===== src/rtl/cotm32_trap_ctrl.sv =====
`default_nettype none
// +---------------------------------------------------------------------------+
// | cotm32_trap_ctrl: M-mode trap sequencer and owner of mtvec/mepc/mcause/mtval|
// | Rev 1.0                                                                   |
// +---------------------------------------------------------------------------+
module cotm32_trap_ctrl #(
  parameter int               MXLEN       = 32,
  parameter logic [MXLEN-1:0] RESET_MTVEC = '0
) (
  input  logic             clk,
  input  logic             rst_n,
  input  logic             exc_valid,
  input  logic [MXLEN-1:0] exc_cause,
  input  logic [MXLEN-1:0] exc_pc,
  input  logic [MXLEN-1:0] exc_tval,
  input  logic             mret_valid,
  input  logic [1:0]       csr_op,
  input  logic [11:0]      csr_addr,
  input  logic [MXLEN-1:0] csr_wdata,
  output logic [MXLEN-1:0] csr_rdata,
  output logic             csr_illegal,
  output logic             stall,
  output logic             redirect_valid,
  output logic [MXLEN-1:0] redirect_pc
);

  localparam logic [1:0] ST_IDLE     = 2'd0;
  localparam logic [1:0] ST_SAVE     = 2'd1;
  localparam logic [1:0] ST_REDIRECT = 2'd2;

  localparam logic [1:0] OP_NONE = 2'd0;
  localparam logic [1:0] OP_RW   = 2'd1;
  localparam logic [1:0] OP_RS   = 2'd2;
  localparam logic [1:0] OP_RC   = 2'd3;

  localparam logic [11:0] ADDR_MTVEC  = 12'h305;
  localparam logic [11:0] ADDR_MEPC   = 12'h341;
  localparam logic [11:0] ADDR_MCAUSE = 12'h342;
  localparam logic [11:0] ADDR_MTVAL  = 12'h343;

  localparam logic [MXLEN-1:0] C_ALIGN_MASK = {{(MXLEN-2){1'b1}}, 2'b00};

  logic [1:0]       r_state;
  logic [MXLEN-1:0] r_mtvec, r_mepc, r_mcause, r_mtval;
  logic [MXLEN-1:0] r_cap_cause, r_cap_pc, r_cap_tval;
  logic [MXLEN-1:0] r_redirect_pc;

  logic             w_legal;
  logic [MXLEN-1:0] w_old;
  logic [MXLEN-1:0] w_new;
  logic             w_csr_we;

  always_comb begin
    w_legal = 1'b1;
    w_old   = '0;
    case (csr_addr)
      ADDR_MTVEC:  w_old = r_mtvec;
      ADDR_MEPC:   w_old = r_mepc;
      ADDR_MCAUSE: w_old = r_mcause;
      ADDR_MTVAL:  w_old = r_mtval;
      default:     w_legal = 1'b0;
    endcase

    case (csr_op)
      OP_RW:   w_new = csr_wdata;
      OP_RS:   w_new = w_old | csr_wdata;
      OP_RC:   w_new = w_old & ~csr_wdata;
      default: w_new = w_old;
    endcase

    csr_illegal = (csr_op != OP_NONE) && !w_legal;
    csr_rdata   = ((csr_op != OP_NONE) && w_legal) ? w_old : '0;
    // Any trap or mret in the same cycle wins over the CSR instruction.
    w_csr_we    = (r_state == ST_IDLE) && (csr_op != OP_NONE) && w_legal &&
                  !exc_valid && !mret_valid;
  end

  assign stall          = (r_state != ST_IDLE);
  assign redirect_valid = (r_state == ST_REDIRECT);
  assign redirect_pc    = r_redirect_pc;

  always_ff @(posedge clk or negedge rst_n) begin
    if (!rst_n) begin
      r_state       <= ST_IDLE;
      r_mtvec       <= RESET_MTVEC & C_ALIGN_MASK;
      r_mepc        <= '0;
      r_mcause      <= '0;
      r_mtval       <= '0;
      r_cap_cause   <= '0;
      r_cap_pc      <= '0;
      r_cap_tval    <= '0;
      r_redirect_pc <= '0;
    end else begin
      case (r_state)
        ST_IDLE: begin
          if (exc_valid) begin
            r_cap_cause <= exc_cause;
            r_cap_pc    <= exc_pc;
            r_cap_tval  <= exc_tval;
            r_state     <= ST_SAVE;
          end else if (mret_valid) begin
            r_redirect_pc <= r_mepc;
            r_state       <= ST_REDIRECT;
          end else if (w_csr_we) begin
            case (csr_addr)
              ADDR_MTVEC:  r_mtvec  <= w_new & C_ALIGN_MASK;
              ADDR_MEPC:   r_mepc   <= w_new & C_ALIGN_MASK;
              ADDR_MCAUSE: r_mcause <= w_new;
              ADDR_MTVAL:  r_mtval  <= w_new;
              default: ;
            endcase
          end
        end
        ST_SAVE: begin
          // Direct mode only: the vector base is the whole trap target.
          r_mepc        <= r_cap_pc & C_ALIGN_MASK;
          r_mcause      <= r_cap_cause;
          r_mtval       <= r_cap_tval;
          r_redirect_pc <= r_mtvec & C_ALIGN_MASK;
          r_state       <= ST_REDIRECT;
        end
        ST_REDIRECT: r_state <= ST_IDLE;
        default:     r_state <= ST_IDLE;
      endcase
    end
  end

endmodule
`default_nettype wire


===== config.mk =====
export PLATFORM = sky130hd
export DESIGN_NAME = cotm32_trap_ctrl
export DESIGN_NICKNAME = d
export VERILOG_FILES = /design/src/rtl/cotm32_trap_ctrl.sv
export SDC_FILE = /design/constraint.sdc
export NUM_CORES = 1
export LEC_CHECK = 0
export CORE_AREA = 3 3 192 194
export DETAILED_ROUTE_END_ITERATION = 8
export DIE_AREA = 0 0 195 197
export SETUP_SLACK_MARGIN = 0.2
export SKIP_LAST_GASP = 1
export SLEW_MARGIN = 20
export SYNTH_ARGS = -nofsm -noshare
export SYNTH_HDL_FRONTEND = slang
export SYNTH_SLANG_ARGS = --single-unit

===== constraint.sdc =====
create_clock -name clk -period 2.4 [get_ports clk]
set_clock_uncertainty 0.1 [all_clocks]
set_input_delay 0.48 -clock clk [delete_from_list [all_inputs] [get_ports clk]]
set_output_delay 0.48 -clock clk [all_outputs]
set_load 0.01 [all_outputs]

# Yosys cells after proc, flatten, opt, wreduce, memory -nomap -nowiden
# Cells that the tools add are included.
[word_totals] register_bits=256 in_bits=146 out_inout_bits=67 elab_cells=76
[op_classes] n_eq_ne=17 muxes=25 bitwise_logic=5 reduce_logical=20
[op_table] cell="2-to-1 mux 32 bit" count=15
[op_table] cell="one-hot mux 32 bit (2 select lines)" count=4
[op_table] cell="one-hot mux 32 bit (4 select lines)" count=1
[op_table] cell="one-hot mux 32 bit (3 select lines)" count=1
[op_table] cell="== test 12 x 10 -> 1 bit, second input constant" count=4
[op_table] cell="AND 32 bit" count=1
[op_table] cell="NOT 32 bit" count=1
[op_table] cell="OR 32 bit" count=1
[op_table] cell="AND reduction 5 bit" count=4
[op_table] cell="inequality test 2 bit, second input constant" count=4
[op_table] cell="== test 2 bit, second input constant" count=3
[op_table] cell="logical AND 1 bit" count=6
[op_table] cell="inequality test 2 x 1 -> 1 bit, second input constant" count=3
[op_table] cell="nonzero test 2 bit" count=3
[op_table] cell="== test 2 x 1 -> 1 bit, second input constant" count=2
[op_table] cell="2-to-1 mux 2 bit" count=2
[op_table] cell="one-hot mux 2 bit (2 select lines)" count=1
[op_table] cell="OR reduction 4 bit" count=1
[op_table] cell="logical NOT 1 bit" count=3
[op_table] cell="inequality test 3 bit, second input constant" count=1
[op_table] cell="AND reduction 3 bit" count=1
[op_table] cell="logical NOT 2 bit" count=1
[op_table] cell="NOT 1 bit" count=2
[op_table] cell="AND reduction 2 bit" count=1
[op_table] cell="2-to-1 mux 1 bit" count=1

# Longest topological paths before layout
[logic_depth] word_depth=10 depth_mapped=10 ltp_nobuf=6

# Worst setup path after synthesis
# Ideal clock, no wire load.
[synth_timing] path_kind="input -> output" from="in csr_addr[2]" to="out csr_rdata[10]" arrival_ps=1688 required_ps=1820 setup_slack_ps=132 path_stages=6 n_path_buf=2 cell_sequence="nor2b_1 -> buf_2 -> clkbuf_1 -> a22oi_1 -> o211ai_1 -> nor2b_1"
[synth_between] elab_chain_cells=5 elab_cells_between_ends=9 classes_between="eq/ne: 4; mux: 3; reduce/logical: 2"
[synth_lines] item="start, declared" line="18" text="input logic [11:0] csr_addr,"
[synth_lines] item="== test 12 x 10 -> 1 bit" line="56" text="case (csr_addr)"
[synth_lines] item="OR reduction 4 bit (no source line)"
[synth_lines] item="2-to-1 mux 1 bit" line="56"
[synth_lines] item="logical AND 1 bit" line="72" text="csr_rdata = ((csr_op != OP_NONE) && w_legal) ? w_old : '0;"
[synth_lines] item="2-to-1 mux 32 bit (*)" line="72"
[synth_lines] item="end, declared" line="20" text="output logic [MXLEN-1:0] csr_rdata,"
# Mark *: on every way between the ends. The rest lies on a longest branch, timed or not.

# Final worst setup path
[layout_timing] from="in csr_addr[1]" to="out csr_rdata[6]"
# The elaborated chain is that of the path after synthesis.

==> results.md <==
- Number of antenna violations at the first check in global routing: 1
- Total detailed-routing wirelength: 43.6 mm
- Max-slew violation count: 0
- Endpoint class of the critical path: output pin
- Clock-pin slew of the registers on the worst-case setup and hold paths: 0.06 ns
- Clock latency of the later-clocked register in the worst-skew pair: roughly 0.54 ns
- Flip-flop cell with the highest count after synthesis: sky130_fd_sc_hd__dfrtp_1
- GRT overflow: 0
- Buffer cell driving the clock tree root: sky130_fd_sc_hd__clkbuf_16
- Vias in the first global route: 10.4k
- Synthesis Warnings: 0
- Endpoints failing hold: 0
- Library cell occupying the most area in the post-synthesis netlist: sky130_fd_sc_hd__dfrtp_1
- Fraction of registers with async set/reset: 100%
- Total negative setup slack: -1.99 ns
- Class of the most critical hold timing path: in2async
- Mean Syn Cell Area: roughly 10 um^2
- Sequence of cells on the critical path: buf_2, or3b_4, a21oi_4, nand3_4, buf_12, buf_16, buf_16, nor2_1, buf_2
- Flip-flop and latch count after synthesis: 250
- CTS H-tree depth: 1
- Crit path max-delay cell type: sky130_fd_sc_hd__or3b_4
- Count of cell types in the netlist: 51
- Wire length per cell after detailed routing: roughly 22 um
- Vias post-DR: 10.9k
- Arrival time of data at the critical path endpoint: 1.96 ns
- Worst setup SP type: input pin
- Post-detailed-placement half-perimeter wirelength: 30.9 mm
- Count of cells along the worst register-to-register path: 8
- Floorplan die width: 195 um
- Vertical extent of the die: 197 um
- Maximum capacitance violations: 0
- Core Region: approximately 35000 um^2
- Initial Util: between 30% and 40%
- TritonCTS clock tree: done
- Maximum number of pins on one net before global-route repair: just over 60
- Final worst-path cycle share: 106%
- Mapped Area: 12300 um^2
- Pwr/cell area: 834 nW/um^2
- Vias per Instance: 5.41
- Total CTS buffers: 26
- Failing checks: setup timing
- Number of enable flip-flop cells after synthesis: 0
- FMAX: 0.393 GHz
- Crit path max fanout: 7
- Floorplan row count: 69
- Detailed-routing iteration count for the pre-antenna-repair pass: 5
- Global router's overall resource usage: 21.2%
- Required time of the worst setup path: 1.82 ns
- Minimum setup slack in the final design: -0.144 ns
- Result of the run: finished, violations left
- Final routed DRC violation total: 0
- Sequential share of the synthesized area: 50.7%
- Startpoint-to-endpoint class of the critical path: in2out
- Measured slew at the worst slew-check pin: 0.612 ns
- Final Wtd Congestion: 0.891
- Standby leakage power: 0.00766 uW
- Count of nets left with antenna violations after detail routing: 0
- Synth top area cells: sky130_fd_sc_hd__dfrtp_1 51%, sky130_fd_sc_hd__mux2_2 9.0%, sky130_fd_sc_hd__o21ai_0 5.2%
- Count of buffers inserted at the top-level ports: 208
- Worst-case vdd ir drop: 437 uV
- Synthesized instance count: 1218
- Total setup violations reported at the end of the flow: 30
- Worst R2R End: r_mtval[11]
- DRT iter0 DRCs: 828
- Area overhead of the layout relative to synthesis: 46.8%
- Proportion of layout cells with a drive suffix above 1: 30.9%
- Global-route wire length before repair: 64.4 mm
- Crit path largest cell delay: just under 0.4 ns
- Final Net Count: 1688
- Worst reg2reg path startpoint: r_mtvec[11]
- Unrepaired setup endpoints after global routing: yes
- R2R setup slack: approximately 0.33 ns
- CTS Buffer Depth: 3
- Clock Sinks: 250
- Share of the synthesized area in the top cell type: 50.7%
- Total power after layout: around 15000 uW
- Area enclosed by the die boundary: 38400 um^2
- Io pins: 213
- Normalized max-slew margin: 59.1%
- Count of fill cells added during filler insertion: 3210
- Post-route minimum period: 2.54 ns
Yosys cell counts, drive strengths merged, types with 2 or more instances:
master and number:
a211o 5, a21oi 117, a221o 7, a221oi 10, a22o 15, a22oi 29
a2bb2oi 5, a32o 7, and2 10, and3 60, and3b 2, buf 38
clkbuf 68, dfrtp 250, inv 3, mux2 103, mux2i 31, nand2 128
nand2b 4, nand3 45, nand4 2, nor2 50, nor2b 13, nor3 10
o211a 10, o211ai 8, o21ai 133, o22ai 15, o41ai 7, or2 4
xor2 19
cell usage in the layout (no fill, tap or decap), types with 9 or more instances in the layout:
cell type,netlist,routed
sky130_fd_sc_hd__nor2_1,50,33
sky130_fd_sc_hd__clkdlybuf4s50_1,0,158
sky130_fd_sc_hd__o21ai_2,0,14
sky130_fd_sc_hd__buf_12,0,37
sky130_fd_sc_hd__a22oi_1,29,22
sky130_fd_sc_hd__buf_6,4,31
sky130_fd_sc_hd__o211a_1,10,9
sky130_fd_sc_hd__nand3_1,44,40
sky130_fd_sc_hd__nand2_1,127,127
sky130_fd_sc_hd__a21oi_1,116,104
sky130_fd_sc_hd__buf_4,2,131
sky130_fd_sc_hd__clkbuf_16,0,33
sky130_fd_sc_hd__a22o_1,15,15
sky130_fd_sc_hd__buf_2,25,19
sky130_fd_sc_hd__dfrtp_1,250,250
sky130_fd_sc_hd__xor2_1,19,19
sky130_fd_sc_hd__o21ai_0,128,92
sky130_fd_sc_hd__o22ai_1,15,15
sky130_fd_sc_hd__mux2i_1,31,31
sky130_fd_sc_hd__o21ai_1,5,27
sky130_fd_sc_hd__mux2_2,99,99
sky130_fd_sc_hd__nor2_4,0,15
sky130_fd_sc_hd__and3_1,60,60
repair_timing:
item                       4_1_cts  5_1_grt
resized for setup              299       87
hold buffers                     1        0
gates cloned                     7        6
setup buffers                   19       11
setup endpoints to repair      159      109
hold endpoints to repair        43        0
pin swaps                       41       19
power by group:
part	switching, uW	internal, uW
sequential	1130	5720
combinational	1990	2370
clock	1650	2260
total	4770	10300
sequential cells by signal, indices dropped and copies added, names as in the netlist:
name         count
r_mepc          30
r_cap_tval      32
r_cap_pc        30
r_state          2
r_mtvec         30
r_mtval         32
r_cap_cause     32
redirect_pc     30
r_mcause        32
worst max-delay path, delay by kind of cell:
kind	cells	cell delay (ns)
buf+inv	5	0.68
simple gates	3	0.60
compound gates	1	0.20
metrics by stage:
step	instance area, um^2	cells	setup slack (ns)	hold WS (ns)	utilization [%]
2_1_floorplan	12400	1219	0.201	0.0844	-
3_3_place_gp	16100	1931	-1.10	0.334	45.5
3_5_place_dp	16100	1931	-1.09	0.338	45.5
4_1_cts	17600	2003	-0.160	0.369	49.6
5_1_grt	18100	2021	-0.192	0.388	51.2
6_report	18100	2022	-0.144	0.366	51.2
cell type report:
type | count | area [um^2] | area share, %
antenna | 2 | 5.00 | 0.0276
multi-input combinational | 860 | 6220 | 34.3
clock inverter | 8 | 72.6 | 0.400
timing repair buffer | 401 | 4240 | 23.4
inverter | 3 | 11.3 | 0.0621
sequential | 250 | 6260 | 34.5
tap | 461 | 577 | 3.18
clock buffer | 37 | 743 | 4.10
worst max-delay path by stage:
stage,slack [ns],depth (start not counted),endpoint,startpoint
5_1_grt,-0.19,10,csr_rdata[4],csr_addr[5]
6_report,-0.14,9,csr_rdata[6],csr_addr[1]
3_5_place_dp,-1.09,8,csr_rdata[0],csr_addr[8]
2_1_floorplan,0.20,8,csr_rdata[30],csr_addr[1]
4_1_cts,-0.16,10,csr_rdata[10],csr_addr[10]
3_3_place_gp,-1.10,8,csr_rdata[11],csr_addr[8]
cells by family (layout without fill, tap and decap cells):
logic type                count (synthesis)  count (layout)  share of synthesized area [%]
other                                     1               4                         0.0304
muxes                                   134             134                           11.9
buffers and inverters                   109             449                           3.87
AOI/OAI and AO/OA                       369             369                           19.0
DFF                                     250             250                           50.7
xor gates and xnor gates                 20              20                           1.42
and+or+nand+nor                         335             335                           13.1
layer usage:
layer  GRT usage (%)  vias up  share of wire [%]
li1                -     5087                  -
met1            33.0     5404                 47
met2            31.1      387                 45
met3            2.67       65                5.8
met4            5.89        0                2.6
met5               0        -                  0
Power figures use the tool's default switching activity.
